<file path="src/rtl/axi_arbiter_2x1.sv">
// -----------------------------------------------------------------------------
// axi_arbiter_2x1
// Two-master to one-slave AXI3-style arbiter. The write path (AW/W/B) and the
// read path (AR/R) each have their own small FSM. A path is owned by one
// master from its address request until its last response beat. The two paths
// may be owned at the same time. After each completed transaction the loser
// gets priority for the next simultaneous request.
//
// Ports
//   aclk, areset          : single clock, synchronous active-high reset
//   mN_aw* / mN_awready   : write-address channel of master N (N = 0, 1)
//   mN_w*  / mN_wready    : write-data channel of master N
//   mN_b*  / mN_bready    : write-response channel of master N
//   mN_ar* / mN_arready   : read-address channel of master N
//   mN_r*  / mN_rready    : read-data channel of master N
//   s_*                   : slave side. IDs are widened to 5 bits, and the MSB
//                           carries the owning master index.
//   wr_busy, rd_busy      : path currently owned
//   wr_grant, rd_grant    : index of the current (or last) owner
// -----------------------------------------------------------------------------
module axi_arbiter_2x1 #(
  parameter bit FIRST_PRI = 1'b0
) (
  input  logic        aclk,
  input  logic        areset,
  // master 0
  input  logic [31:0] m0_awaddr,
  input  logic [3:0]  m0_awid,
  input  logic [3:0]  m0_awlen,
  input  logic [2:0]  m0_awsize,
  input  logic [1:0]  m0_awburst,
  input  logic        m0_awvalid,
  output logic        m0_awready,
  input  logic [3:0]  m0_wid,
  input  logic [31:0] m0_wdata,
  input  logic [3:0]  m0_wstrb,
  input  logic        m0_wlast,
  input  logic        m0_wvalid,
  output logic        m0_wready,
  output logic [3:0]  m0_bid,
  output logic [1:0]  m0_bresp,
  output logic        m0_bvalid,
  input  logic        m0_bready,
  input  logic [31:0] m0_araddr,
  input  logic [3:0]  m0_arid,
  input  logic [3:0]  m0_arlen,
  input  logic [2:0]  m0_arsize,
  input  logic [1:0]  m0_arburst,
  input  logic        m0_arvalid,
  output logic        m0_arready,
  output logic [3:0]  m0_rid,
  output logic [31:0] m0_rdata,
  output logic [1:0]  m0_rresp,
  output logic        m0_rlast,
  output logic        m0_rvalid,
  input  logic        m0_rready,
  // master 1
  input  logic [31:0] m1_awaddr,
  input  logic [3:0]  m1_awid,
  input  logic [3:0]  m1_awlen,
  input  logic [2:0]  m1_awsize,
  input  logic [1:0]  m1_awburst,
  input  logic        m1_awvalid,
  output logic        m1_awready,
  input  logic [3:0]  m1_wid,
  input  logic [31:0] m1_wdata,
  input  logic [3:0]  m1_wstrb,
  input  logic        m1_wlast,
  input  logic        m1_wvalid,
  output logic        m1_wready,
  output logic [3:0]  m1_bid,
  output logic [1:0]  m1_bresp,
  output logic        m1_bvalid,
  input  logic        m1_bready,
  input  logic [31:0] m1_araddr,
  input  logic [3:0]  m1_arid,
  input  logic [3:0]  m1_arlen,
  input  logic [2:0]  m1_arsize,
  input  logic [1:0]  m1_arburst,
  input  logic        m1_arvalid,
  output logic        m1_arready,
  output logic [3:0]  m1_rid,
  output logic [31:0] m1_rdata,
  output logic [1:0]  m1_rresp,
  output logic        m1_rlast,
  output logic        m1_rvalid,
  input  logic        m1_rready,
  // slave
  output logic [31:0] s_awaddr,
  output logic [4:0]  s_awid,
  output logic [3:0]  s_awlen,
  output logic [2:0]  s_awsize,
  output logic [1:0]  s_awburst,
  output logic        s_awvalid,
  input  logic        s_awready,
  output logic [4:0]  s_wid,
  output logic [31:0] s_wdata,
  output logic [3:0]  s_wstrb,
  output logic        s_wlast,
  output logic        s_wvalid,
  input  logic        s_wready,
  input  logic [4:0]  s_bid,
  input  logic [1:0]  s_bresp,
  input  logic        s_bvalid,
  output logic        s_bready,
  output logic [31:0] s_araddr,
  output logic [4:0]  s_arid,
  output logic [3:0]  s_arlen,
  output logic [2:0]  s_arsize,
  output logic [1:0]  s_arburst,
  output logic        s_arvalid,
  input  logic        s_arready,
  input  logic [4:0]  s_rid,
  input  logic [31:0] s_rdata,
  input  logic [1:0]  s_rresp,
  input  logic        s_rlast,
  input  logic        s_rvalid,
  output logic        s_rready,
  // status
  output logic        wr_busy,
  output logic        rd_busy,
  output logic        wr_grant,
  output logic        rd_grant
);

  typedef enum logic [1:0] {
    W_IDLE = 2'd0, W_ADDR = 2'd1, W_DATA = 2'd2, W_RESP = 2'd3
  } wr_state_t;

  typedef enum logic [1:0] {
    R_IDLE = 2'd0, R_ADDR = 2'd1, R_DATA = 2'd2
  } rd_state_t;

  wr_state_t wr_state_r, wr_state_nxt_s;
  rd_state_t rd_state_r, rd_state_nxt_s;
  logic      wr_grant_r, wr_grant_nxt_s, wr_pri_r, wr_pri_nxt_s;
  logic      rd_grant_r, rd_grant_nxt_s, rd_pri_r, rd_pri_nxt_s;
  logic      wr_win_s, rd_win_s;

  // Routing back to a master is decided by the registered grant, so the
  // owner bit the slave echoes in its ID MSB is not needed.
  logic unused_id_msb_s;
  assign unused_id_msb_s = s_bid[4] ^ s_rid[4];

  // Arbitration winners: a lone requester wins, a tie goes to the priority index.
  always_comb begin
    wr_win_s = (m0_awvalid && m1_awvalid) ? wr_pri_r : m1_awvalid;
    rd_win_s = (m0_arvalid && m1_arvalid) ? rd_pri_r : m1_arvalid;
  end

  // State, grant and priority registers for both paths.
  always_ff @(posedge aclk) begin
    if (areset) begin
      wr_state_r <= W_IDLE;
      rd_state_r <= R_IDLE;
      wr_grant_r <= 1'b0;
      rd_grant_r <= 1'b0;
      wr_pri_r   <= FIRST_PRI;
      rd_pri_r   <= FIRST_PRI;
    end else begin
      wr_state_r <= wr_state_nxt_s;
      rd_state_r <= rd_state_nxt_s;
      wr_grant_r <= wr_grant_nxt_s;
      rd_grant_r <= rd_grant_nxt_s;
      wr_pri_r   <= wr_pri_nxt_s;
      rd_pri_r   <= rd_pri_nxt_s;
    end
  end

  // Write path next-state: grant on request, then advance on each handshake.
  always_comb begin
    wr_state_nxt_s = wr_state_r;
    wr_grant_nxt_s = wr_grant_r;
    wr_pri_nxt_s   = wr_pri_r;
    case (wr_state_r)
      W_IDLE: begin
        if (m0_awvalid || m1_awvalid) begin
          wr_grant_nxt_s = wr_win_s;
          wr_state_nxt_s = W_ADDR;
        end else begin
          wr_state_nxt_s = W_IDLE;
        end
      end
      W_ADDR: begin
        if (s_awvalid && s_awready) wr_state_nxt_s = W_DATA;
        else                        wr_state_nxt_s = W_ADDR;
      end
      W_DATA: begin
        if (s_wvalid && s_wready && s_wlast) wr_state_nxt_s = W_RESP;
        else                                 wr_state_nxt_s = W_DATA;
      end
      W_RESP: begin
        if (s_bvalid && s_bready) begin
          wr_state_nxt_s = W_IDLE;
          wr_pri_nxt_s   = ~wr_grant_r;
        end else begin
          wr_state_nxt_s = W_RESP;
        end
      end
      default: wr_state_nxt_s = W_IDLE;
    endcase
  end

  // Read path next-state: same grant scheme; the last R beat releases the path.
  always_comb begin
    rd_state_nxt_s = rd_state_r;
    rd_grant_nxt_s = rd_grant_r;
    rd_pri_nxt_s   = rd_pri_r;
    case (rd_state_r)
      R_IDLE: begin
        if (m0_arvalid || m1_arvalid) begin
          rd_grant_nxt_s = rd_win_s;
          rd_state_nxt_s = R_ADDR;
        end else begin
          rd_state_nxt_s = R_IDLE;
        end
      end
      R_ADDR: begin
        if (s_arvalid && s_arready) rd_state_nxt_s = R_DATA;
        else                        rd_state_nxt_s = R_ADDR;
      end
      R_DATA: begin
        if (s_rvalid && s_rready && s_rlast) begin
          rd_state_nxt_s = R_IDLE;
          rd_pri_nxt_s   = ~rd_grant_r;
        end else begin
          rd_state_nxt_s = R_DATA;
        end
      end
      default: rd_state_nxt_s = R_IDLE;
    endcase
  end

  // Write path outputs: payload is always muxed from the owner, and
  // valid/ready are gated by the state so idle or non-owning sides see zeros.
  always_comb begin
    s_awaddr   = wr_grant_r ? m1_awaddr  : m0_awaddr;
    s_awid     = {wr_grant_r, (wr_grant_r ? m1_awid : m0_awid)};
    s_awlen    = wr_grant_r ? m1_awlen   : m0_awlen;
    s_awsize   = wr_grant_r ? m1_awsize  : m0_awsize;
    s_awburst  = wr_grant_r ? m1_awburst : m0_awburst;
    s_wid      = {wr_grant_r, (wr_grant_r ? m1_wid : m0_wid)};
    s_wdata    = wr_grant_r ? m1_wdata   : m0_wdata;
    s_wstrb    = wr_grant_r ? m1_wstrb   : m0_wstrb;
    s_wlast    = wr_grant_r ? m1_wlast   : m0_wlast;
    m0_bid     = s_bid[3:0];
    m1_bid     = s_bid[3:0];
    m0_bresp   = s_bresp;
    m1_bresp   = s_bresp;
    s_awvalid  = 1'b0;
    s_wvalid   = 1'b0;
    s_bready   = 1'b0;
    m0_awready = 1'b0;
    m1_awready = 1'b0;
    m0_wready  = 1'b0;
    m1_wready  = 1'b0;
    m0_bvalid  = 1'b0;
    m1_bvalid  = 1'b0;
    case (wr_state_r)
      W_ADDR: begin
        s_awvalid  = wr_grant_r ? m1_awvalid : m0_awvalid;
        m0_awready = ~wr_grant_r & s_awready;
        m1_awready =  wr_grant_r & s_awready;
      end
      W_DATA: begin
        s_wvalid  = wr_grant_r ? m1_wvalid : m0_wvalid;
        m0_wready = ~wr_grant_r & s_wready;
        m1_wready =  wr_grant_r & s_wready;
      end
      W_RESP: begin
        s_bready  = wr_grant_r ? m1_bready : m0_bready;
        m0_bvalid = ~wr_grant_r & s_bvalid;
        m1_bvalid =  wr_grant_r & s_bvalid;
      end
      default: begin
        s_awvalid = 1'b0;
      end
    endcase
  end

  // Read path outputs: same gating rules as the write path.
  always_comb begin
    s_araddr   = rd_grant_r ? m1_araddr  : m0_araddr;
    s_arid     = {rd_grant_r, (rd_grant_r ? m1_arid : m0_arid)};
    s_arlen    = rd_grant_r ? m1_arlen   : m0_arlen;
    s_arsize   = rd_grant_r ? m1_arsize  : m0_arsize;
    s_arburst  = rd_grant_r ? m1_arburst : m0_arburst;
    m0_rid     = s_rid[3:0];
    m1_rid     = s_rid[3:0];
    m0_rdata   = s_rdata;
    m1_rdata   = s_rdata;
    m0_rresp   = s_rresp;
    m1_rresp   = s_rresp;
    m0_rlast   = s_rlast;
    m1_rlast   = s_rlast;
    s_arvalid  = 1'b0;
    s_rready   = 1'b0;
    m0_arready = 1'b0;
    m1_arready = 1'b0;
    m0_rvalid  = 1'b0;
    m1_rvalid  = 1'b0;
    case (rd_state_r)
      R_ADDR: begin
        s_arvalid  = rd_grant_r ? m1_arvalid : m0_arvalid;
        m0_arready = ~rd_grant_r & s_arready;
        m1_arready =  rd_grant_r & s_arready;
      end
      R_DATA: begin
        s_rready  = rd_grant_r ? m1_rready : m0_rready;
        m0_rvalid = ~rd_grant_r & s_rvalid;
        m1_rvalid =  rd_grant_r & s_rvalid;
      end
      default: begin
        s_arvalid = 1'b0;
      end
    endcase
  end

  assign wr_busy  = (wr_state_r != W_IDLE);
  assign rd_busy  = (rd_state_r != R_IDLE);
  assign wr_grant = wr_grant_r;
  assign rd_grant = rd_grant_r;

endmodule

</file>
<file path="config.mk">
export PLATFORM = sky130hd
export DESIGN_NAME = axi_arbiter_2x1
export DESIGN_NICKNAME = d
export VERILOG_FILES = /design/src/rtl/axi_arbiter_2x1.sv
export SDC_FILE = /design/constraint.sdc
export NUM_CORES = 1
export LEC_CHECK = 0
export ABC_AREA = 0
export CAP_MARGIN = 10
export CORE_AREA = 5 5 220 222
export DETAILED_ROUTE_END_ITERATION = 12
export DIE_AREA = 0 0 225 227
export PLACE_DENSITY = 0.42
export SYNTH_ARGS = -nofsm -noshare
export SYNTH_HDL_FRONTEND = slang
export SYNTH_SLANG_ARGS = --single-unit
</file>
<file path="constraint.sdc">
create_clock -name aclk -period 1.8 [get_ports aclk]
set_clock_uncertainty 0.1 [all_clocks]
set_input_delay 0.18 -clock aclk [delete_from_list [all_inputs] [get_ports aclk]]
set_output_delay 0.18 -clock aclk [all_outputs]
set_load 0.02 [all_outputs]
</file>
---- Word-level counts from Yosys, hierarchy flattened ----
Index checks and enable logic that the tools add are counted.
W data, S select, Z words.
storage, ports and cells
  flip-flop bits (word level) ............. 8
  input port bits ......................... 326
  output and inout bits ................... 243
  logic and storage cells ................. 87
cells by class
  equal/unequal tests ..................... 5
  muxes and demuxes ....................... 45
  bitwise logic cells ..................... 12
  reduce and logical (&&, ||, !) cells .... 19
operators by type and width
  kind                  number
  $mux W32              3
  $mux W1               26
  $mux W4               6
  $mux W2               6
  $and A1 B1 Y1         10
  $logic_and A1 B1 Y1   9
  $pmux W2 S4           1
  $reduce_and A2 Y1     4
  $eq A2 B2 Y1 const B  3
  $mux W3               2
  $pmux W2 S3           1
  $eq A2 B1 Y1 const B  2
  $logic_not A2 Y1      2
  $reduce_bool A2 Y1    2
  $logic_or A1 B1 Y1    2
  $not A1 Y1            2

---- Depth between registers and ports, before layout ----
Gate-level depths: netlist of the first run.
  depth in word-level cells ............... 6
  mapped depth ............................ 5
  mapped depth without buffers ............ 4

---- Worst setup path before layout of the first run ----
OpenSTA, ideal clock, no wires.
  path kind ............................... reg2out
  start ................................... register wr_grant_r, in the netlist wr_grant
  end ..................................... output port m1_bvalid
  arrival time ............................ 1.541 ns
  required time ........................... 1.520 ns
  path slack .............................. -0.021 ns
  cell stages (with the launch flop) ...... 5
  buffers on the path ..................... 2
  cell sequence ........................... dfxtp_1 -> buf_2 -> buf_2 -> inv_1 -> nor3_1
between the ends
  longest elaborated chain between the ends .. 2
ends and longest elaborated chain
  element                 RTL line  RTL
  start, declared         136       logic wr_grant_r, wr_grant_nxt_s, wr_pri_r, wr_pri_nxt_s;
  start signal, assigned  163       wr_grant_r <= wr_grant_nxt_s;
  $and A1 B1 Y1           273       m1_bvalid = wr_grant_r & s_bvalid;
  $mux W1                 259       case (wr_state_r)
  end, declared           73        output logic m1_bvalid,
No other way between the ends.

---- Final worst setup path of the first run ----
  start ................................... register wr_grant_r, in the netlist wr_grant
  end ..................................... output port s_awaddr[22]
between the ends
  longest elaborated chain between the ends .. 1
ends and longest elaborated chain
  element        RTL line  RTL
  $mux W32       237       s_awaddr = wr_grant_r ? m1_awaddr : m0_awaddr;
  end, declared  89        output logic [31:0] s_awaddr,
No other way between the ends.

==> impl_metrics.yaml, run 1 <==
route:
  drt-wirelength-per-cell_um: 18.8
  wl_met2_um: 11900
  via_per_inst: 2.99
  vias: 3893
  wl_met1_um: 9300
  routed.top_layer: "met5"
  drc: 0
  dr_wl_met3_um: 3070
  dr.pass1.iters: 4
  drt-total-wl_um: 24600
  antenna_left: 0
  drt_iter0_drc: 49
critical_path:
  cp.arrival_ns: 1.51
  cp-start-kind: "flop"
  crit_required_ns: 1.52
  reg2reg_slack_ns: 0.15
  critPathKind: "flop to output pin"
  cp_max_fo: 8
  critical_path.endpoint_type: "output pin"
placement:
  numPortBuffers: 434
  gp_congestion: 0.755
  hpwl_um: 20300
grt:
  grt_util_all_layers_pct: 8.46
  antenna_found_initial: 3
  gr-total-overflow: 0
  grt_max_degree: 21
  grt_first_pass_wirelength_um: 31400
  grt_pass1_vias: 4327
die:
  start_util_pct: 6.07
  fp.dieH_um: 227
  coreArea_um2: 46200
  io_pins: 569
  fp-row-count: 79
  die_w_um: 225
  die-area_um2: 51100
logic_synthesis:
  synth_cell_type_count: 30
  syn_area_um2: 2800
  synth_fp_nets: 637
  synth-seq-area-share_pct: 5.71
  ys_warn_count: 0
  syn_inst: 311
  avgSynthCellArea_um2: 9.02
  ys_seq_elements: 8
run_status:
  status: "complete, no violations"
run:
  max-cap-violations: 0
finish:
  layout-drive-gt1-share_pct: 50.0
  final_common_cell: "clkdlybuf4s50_1"
  mostFrequentLayoutCells: "281 x clkdlybuf4s50_1, 100 x mux2_2, 74 x buf_2"
  nNetsFinal: 1023
  syn_to_final_growth_pct: 173
  utilization_pct: 16.6
clock_network:
  cts.sinks: 8
  cts.clk_slew.worst_paths_ns: 0.04
  cts_buffer_depth: 2
  cts_tree: "built"
  cts_hold_buffers: 0
  clk-insertion-delay-late_ns: 0.23
  cts_root_buffer: "clkbuf_16"
  cts-buffers-inserted: 3
  h-tree-depth: 1
timing:
  tightest_slew_ns: 0.414
  setup_viol: 0
  hold_violations: 0
  whs_ns: 0.260
  post-route-min-period_ns: 1.79
  drv_slew: 0
  rsz0062_at_grt: "yes"
  fmax_mhz: 557
  max-slew-margin-rel_pct: 72.3
  period_share_pct: 99.7
power:
  leakage_nw: 3.08
  p_per_area_nw_per_um2: 377
  peakVddDrop_mv: 0.266
worst_hold_path:
  holdCritPathClass: "input port to output pin"
==> worst max-delay path, stage by stage (launching register included) <==
cell       delay, ns
dfxtp_4         0.39
buf_8           0.14
clkbuf_16       0.17
buf_4           0.11
mux2_2          0.31
buf_2           0.16
==> power breakdown <==
group	switching, mW	internal, mW	leakage (nW)
logic	0.954	1.32	2.98
registers	0.0190	0.191	0.0671
clock network	0.0980	0.296	0.0382
total	1.07	1.81	3.08
==> state kept, by name, indices dropped and copies added (netlist names) <==
| signal | count |
|---|---|
| rd_grant | 1 |
| rd_pri_r | 1 |
| rd_state_r | 2 |
| wr_grant | 1 |
| wr_pri_r | 1 |
| wr_state_r | 2 |
==> area by class of cell <==
cell class,instances,area [um^2]
Antenna cell,1,2.50
Clock buffer,4,78.8
Fill cell,5244,38500
Inverter,7,26.3
Multi-Input combinational cell,185,1980
Sequential cell,8,168
Tap cell,607,759
Timing Repair Buffer,492,4640
==> path summary, 6_finish.rpt <==
kind                    to   startpoint  depth (start not counted)
max reg2reg  wr_state_r[0]     wr_grant                          5
min reg2reg       rd_pri_r     rd_pri_r                          2
min           m0_rdata[20]  s_rdata[20]                          0
max           s_awaddr[22]     wr_grant                          5
==> Yosys cell counts <==
library cell	instances	share of area [%]
or4b_1	1	0.36
o211ai_1	2	0.54
a41o_1	1	0.36
o21ai_0	2	0.36
mux2_2	134	54
nor3_1	5	0.89
a21oi_1	4	0.71
dfxtp_1	8	5.7
nor2_1	5	0.67
inv_1	7	0.94
clkbuf_1	2	0.27
and4_1	1	0.31
mux2i_1	2	0.71
buf_4	94	25
a22oi_1	1	0.27
and3_1	7	1.6
a221oi_1	1	0.31
a31oi_1	2	0.45
a311o_1	1	0.36
o21bai_1	1	0.27
nor4bb_1	1	0.36
nand4_1	3	0.67
nor4_1	1	0.22
nor2b_1	3	0.67
o41ai_1	1	0.31
buf_1	1	0.13
o31ai_1	1	0.27
and2_1	2	0.45
nand2_1	3	0.40
buf_2	14	2.5
==> per-stage QoR <==
step	TNS, ns	setup slack (ns)	total power, mW	cell area, um^2	instances
3_3_place_gp	-3.77	-0.122	2.41	7250	1257
6_report	0	0.00567	2.88	7650	1304
4_1_cts	-3.72	-0.155	2.91	7620	1285
5_1_grt	-0.833	-0.0556	3.06	7650	1304
2_1_floorplan	0	0.0364	1.34	2810	311
3_5_place_dp	-4.57	-0.115	2.41	7250	1257
==> cells by family (layout without fill, tap and decap cells) <==
family          Yosys count  count (layout)  share of synthesized area (%)
compound gates           17              17                           4.19
mux                     136             136                           54.5
simple gates             32              32                           6.56
other cells               0               1                              0
buf+inv                 118             503                           29.0
flops                     8               8                           5.71
==> metal layers <==
| metal | up-vias | global-route usage [%] |
|---|---|---|
| met5 | - | 0 |
| met4 | 2 | 1.41 |
| met3 | 18 | 4.01 |
| met2 | 357 | 14.7 |
| met1 | 1728 | 9.64 |
| li1 | 1788 | - |
==> repair_timing <==
action,in CTS,in global routing
resized for setup,494,105
setup endpoints to repair,144,102
cloned,5,3
setup buffers,19,18
No activity file was read; power rests on OpenSTA's default activity.
==> inputs of run 2 (changes only) <==
--- a/config.mk
+++ b/config.mk
@@ -7,10 +7,10 @@
 export LEC_CHECK = 0
 export ABC_AREA = 0
 export CAP_MARGIN = 10
-export CORE_AREA = 5 5 220 222
+export CORE_AREA = 2 2 223 225
 export DETAILED_ROUTE_END_ITERATION = 12
 export DIE_AREA = 0 0 225 227
-export PLACE_DENSITY = 0.42
+export PLACE_DENSITY = 0.41
 export SYNTH_ARGS = -nofsm -noshare
 export SYNTH_HDL_FRONTEND = slang
 export SYNTH_SLANG_ARGS = --single-unit
==> run 2 against run 1 <==
  * Utilization shrank 1.0 points
  * Worst hold slack about the same
  * Clock power is 5% higher
  * Non-clock buffer count fell by 13
  * Die area is the same
  * Via count shrank 0.80%
  * Global-route usage down 1.5 points
  * Count of clock-buffer cells in the layout stayed put
  * Sequential cell count did not move
==> impl_metrics.yaml, run 2 (synthesis results as in run 1) <==
finish:
  final_common_cell: "clkdlybuf4s50_1"
  num_antenna_cells: 0
  final-instance-count-excl-fill: 1305
  mostFrequentLayoutCells: "282 x clkdlybuf4s50_1, 115 x mux2_2, 86 x buf_2"
  syn_to_final_growth_pct: 169
  nNetsFinal: 1010
  nFillCells: 5521
  largest_registers: "rd_state_r: 2 flops, wr_state_r: 2 flops"
  layout-drive-gt1-share_pct: 46.9
critical_path:
  rr_worst_depth: 6
  crit_buf_inv: 3
  critical_path.endpoint_type: "output pin"
  path_cells: "buf_12 -> buf_12 -> mux2_2 -> buf_2"
  slowest_delay_ns: 0.41
  r2r_start: "rd_grant"
  cp.arrival_ns: 1.52
  cp_max_fo: 7
  reg2reg_slack_ns: 0.05
  cp-start-kind: "flop"
  cpMaxStageDelayCell: "dfxtp_4"
  timing.critical_path.mode_cell: "buf_12"
  crit_family: "buffers and inverters"
  r2r-end: "rd_pri_r"
  crit_required_ns: 1.52
  critPathKind: "flop to output pin"
grt:
  grt_max_degree: 17
  antenna_found_initial: 1
  grt_util_all_layers_pct: 6.95
  gr-total-overflow: 0
  grt_pass1_vias: 4113
  grt_first_pass_wirelength_um: 25800
power:
  combPwrFrac_pct: 77.6
  p_per_area_nw_per_um2: 371
  switching_share_pct: 36.8
  leakage_nw: 2.95
  power.internal_mw: 1.77
  p_seq_share_pct: 7.7
  power.switching_mw: 1.03
  peakVddDrop_mv: 0.195
  pwr-share-clk_pct: 14.7
route:
  drt-wirelength-per-cell_um: 15.3
  via_per_inst: 2.96
  dr.pass1.iters: 6
  vias: 3862
  antenna_left: 0
  drc: 0
  drt-total-wl_um: 19900
  drt_iter0_drc: 54
timing:
  post-route-min-period_ns: 1.80
  setup_slack_ns: 0.00465
  rsz0062_at_grt: "yes"
  drv_slew: 0
  tightest_slew_ns: 0.342
  fmax_mhz: 557
  setup_viol: 0
  max-slew-margin-rel_pct: 76.9
  period_share_pct: 99.7
  hold_violations: 0
worst_hold_path:
  holdCritPathClass: "input port to output pin"
  hold_path_end: "m0_rdata[2]"
  whs_path_depth: 0
  hold_path_startpoint: "s_rdata[2]"
die:
  fp.dieH_um: 227
  coreArea_um2: 48500
  die-area_um2: 51100
  start_util_pct: 5.78
  die_w_um: 225
  io_pins: 569
  fp-row-count: 81
clock_network:
  cts_root_buffer: "clkbuf_16"
  cts.clk_slew.worst_paths_ns: 0.04
  cts_buffer_depth: 2
  cts_tree: "built"
  cts.sinks: 8
  cts-buffers-inserted: 3
  clk-insertion-delay-late_ns: 0.24
  h-tree-depth: 1
run:
  max-cap-violations: 0
placement:
  hpwl_um: 16500
  placed_cells: 1284
  gp_congestion: 0.659
  pre_cts_slack_ns: -0.244
  numPortBuffers: 434
run_status:
  status: "complete, no violations"
-- run 2: layout make-up --
class	count	area, um^2	share of cell area (%)
flip-flops and latches	8	169	2.24
clock buffers	4	78.8	1.04
inverters	7	26.3	0.348
multi-input cells	185	1940	25.8
repair buffers	479	4550	60.3
well taps	622	778	10.3
-- run 2: how the worst max path moves through the flow --
stage | cells after the start | start | end
2_1_floorplan | 3 | rd_grant | m0_arready
5_1_grt | 4 | wr_grant | s_wdata[5]
4_1_cts | 5 | rd_grant | s_rready
3_3_place_gp | 4 | m1_rready | s_rready
3_5_place_dp | 4 | m1_rready | s_rready
6_report | 4 | wr_grant | s_wdata[5]
-- run 2: timing repair --
item	4_1_cts	5_1_grt
resized for setup	474	139
setup buffers	8	0
pin swaps	0	2
endpoints found under the setup margin	146	87
cloned	6	3
hold buffers	0	0
-- run 2: power groups by stage --
stage	clock, mW	combinational, mW	sequential (mW)
floorplan	0	1.13	0.211
global placement	0	2.19	0.224
detailed placement	0	2.19	0.225
CTS	0.437	2.14	0.214
global route	0.450	2.30	0.218
finish	0.413	2.17	0.215
-- run 2: per-stage QoR --
step                util [%]  setup TNS (ns)  hold WS (ns)  power [mW]  instance area, um^2
detailed placement      15.3          -11.00         0.260        2.41                 7420
floorplan                  -               0         0.244        1.34                 2810
CTS                     15.4           -1.41         0.260        2.79                 7490
global placement        15.3           -9.40         0.260        2.42                 7420
global route            15.5          -0.419         0.260        2.97                 7550
finish                  15.5               0         0.260        2.80                 7550
-- run 2: routing by layer --
metal	global-route usage (%)	vias to the layer above	part of all wire, %	wire length [um]
met4	0.748	2	0.63	126
met2	13.2	387	50	10100
met1	7.10	1700	35	7030
met5	0	-	0.065	13
li1	-	1765	-	-
met3	3.24	8	13	2690
==> inputs of run 3 (changes only) <==
--- a/config.mk
+++ b/config.mk
@@ -10,6 +10,7 @@
 export CORE_AREA = 2 2 223 225
 export DETAILED_ROUTE_END_ITERATION = 12
 export DIE_AREA = 0 0 225 227
+export MAX_ROUTING_LAYER = met4
 export PLACE_DENSITY = 0.41
 export SYNTH_ARGS = -nofsm -noshare
 export SYNTH_HDL_FRONTEND = slang
==> run 3 against run 2 <==
  * Count of clock-buffer cells in the layout stayed put
  * Die area stayed put
  * Global-route usage is 0.21 points higher
  * Worst hold slack stayed put
  * Final cell count hardly changed
  * Sequential cell count stayed put
  * Fmax is 0.36% higher
  * Wire length is 0.18% higher
  * First-iteration DRC count is 26% higher
  * Critical path type unchanged
  * Highest routed layer is now met4
==> impl_metrics.yaml, run 3 (synthesis results as in run 1) <==
run_status:
  status: "complete, no violations"
grt:
  grt_util_all_layers_pct: 7.16
  grt_pass1_vias: 4122
  gr-total-overflow: 0
  grt_first_pass_wirelength_um: 25800
  antenna_found_initial: 1
  grt_max_degree: 17
critical_path:
  crit_family: "buffers and inverters"
  critPathKind: "flop to output pin"
  crit_required_ns: 1.52
  cpMaxStageDelayCell: "dfxtp_4"
  timing.critical_path.mode_cell: "buf_12"
  cp-start-kind: "flop"
  cp.arrival_ns: 1.51
  path_cells: "buf_12 -> buf_12 -> mux2_2 -> buf_2"
  critical_path.endpoint_type: "output pin"
  cp_max_fo: 7
  crit_buf_inv: 3
  slowest_delay_ns: 0.41
placement:
  hpwl_um: 16500
  gp_congestion: 0.665
  placed_area_um2: 7420
  numPortBuffers: 434
clock_network:
  cts_buffer_depth: 2
  cts_tree: "built"
  cts_hold_buffers: 0
  cts.sinks: 8
  h-tree-depth: 1
  cts_root_buffer: "clkbuf_16"
  clk-insertion-delay-late_ns: 0.24
  cts.clk_slew.worst_paths_ns: 0.04
  cts-buffers-inserted: 3
finish:
  mostFrequentLayoutCells: "282 x clkdlybuf4s50_1, 114 x mux2_2, 86 x buf_2"
  register_area_um2: 169
  multi_input_area_um2: 1950
  stdcell_area_um2: 7550
  nFillCells: 5524
  nNetsFinal: 1010
  utilization_pct: 15.6
  layout-drive-gt1-share_pct: 47.0
  final_common_cell: "clkdlybuf4s50_1"
  syn_to_final_growth_pct: 169
  largest_registers: "rd_state_r: 2 flops, wr_state_r: 2 flops"
route:
  drt-wirelength-per-cell_um: 15.3
  via_per_inst: 2.96
  drc: 0
  antenna_left: 0
  vias: 3862
  dr.pass1.iters: 6
  drt-total-wl_um: 19900
  drt_iter0_drc: 68
power:
  combPwrFrac_pct: 77.5
  power.switching_mw: 1.04
  power.internal_mw: 1.77
  leakage_nw: 2.95
  p_seq_share_pct: 7.7
  peakVddDrop_mv: 0.195
  switching_share_pct: 36.9
  p_per_area_nw_per_um2: 371
  p_total_mw: 2.80
  pwr-share-clk_pct: 14.8
timing:
  rsz0062_at_grt: "yes"
  period_share_pct: 99.4
  fmax_mhz: 559
  max-slew-margin-rel_pct: 76.9
  setup_viol: 0
  post-route-min-period_ns: 1.79
  drv_slew: 0
  hold_violations: 0
  tightest_slew_ns: 0.342
die:
  coreArea_um2: 48500
  die_w_um: 225
  io_pins: 569
  fp.dieH_um: 227
  start_util_pct: 5.78
  fp-row-count: 81
  die-area_um2: 51100
worst_hold_path:
  holdCritPathClass: "input port to output pin"
run:
  max-cap-violations: 0
run 3: cell count changes in the layout (fill, tap and decap cells not counted), sizes merged:
cell and delta:
diode +1, clkbuf +1, clkdlybuf4s15 -1
run 3: layer usage:
metal / global-route usage (%) / routed length, um / vias to the layer above
met5: - / 0 / -
met4: 0.748 / 107 / 0
met3: 2.77 / 2480 / 4
met2: 13.2 / 10100 / 380
met1: 7.39 / 7300 / 1709
li1: - / - / 1769
run 3: worst register-to-register path: stages, from the launching register on:
cell,delay [ns]
dfxtp_4,0.37
buf_12,0.13
buf_12,0.13
mux2i_4,0.19
buf_6,0.13
or4b_4,0.50
a21oi_2,0.14
run 3: timing repair:
item / in CTS / in global routing
pin swaps: 0 / 2
cloned: 6 / 3
buffers inserted: 8 / 0
resized for setup: 474 / 139
setup endpoints to repair: 146 / 87
run 3: final timing paths:
path,slack (ns),to,from,cells after the start
worst max-delay path,0.01,s_wdata[5],wr_grant,4
worst min register to register,0.37,rd_pri_r,rd_pri_r,2
worst max register to register,0.04,rd_pri_r,rd_grant,6
worst min-delay path,0.26,m0_rdata[2],s_rdata[2],0
run 3: through the flow:
stage | setup WS (ns) | hold WS (ns) | setup TNS (ns) | instances
2_1_floorplan | 0.0364 | 0.244 | 0 | 311
3_3_place_gp | -0.246 | 0.260 | -9.40 | 1284
3_5_place_dp | -0.244 | 0.260 | -11.00 | 1284
4_1_cts | -0.136 | 0.260 | -1.41 | 1302
5_1_grt | -0.0377 | 0.260 | -0.409 | 1306
6_report | 0.0111 | 0.260 | 0 | 1306
run 3: power groups by stage:
stage	sequential [mW]	combinational, mW	clock [mW]
global route	0.218	2.30	0.450
floorplan	0.211	1.13	0
global placement	0.224	2.19	0
finish	0.215	2.17	0.416
detailed placement	0.225	2.19	0
CTS	0.214	2.14	0.437
run 3: cell type report:
class	count	share of cell area (%)
repair buffers	479	60.2
multi-input cells	185	25.8
well taps	622	10.3
flip-flops and latches	8	2.24
clock buffers	4	1.04
inverters	7	0.348
diodes	1	0.0331
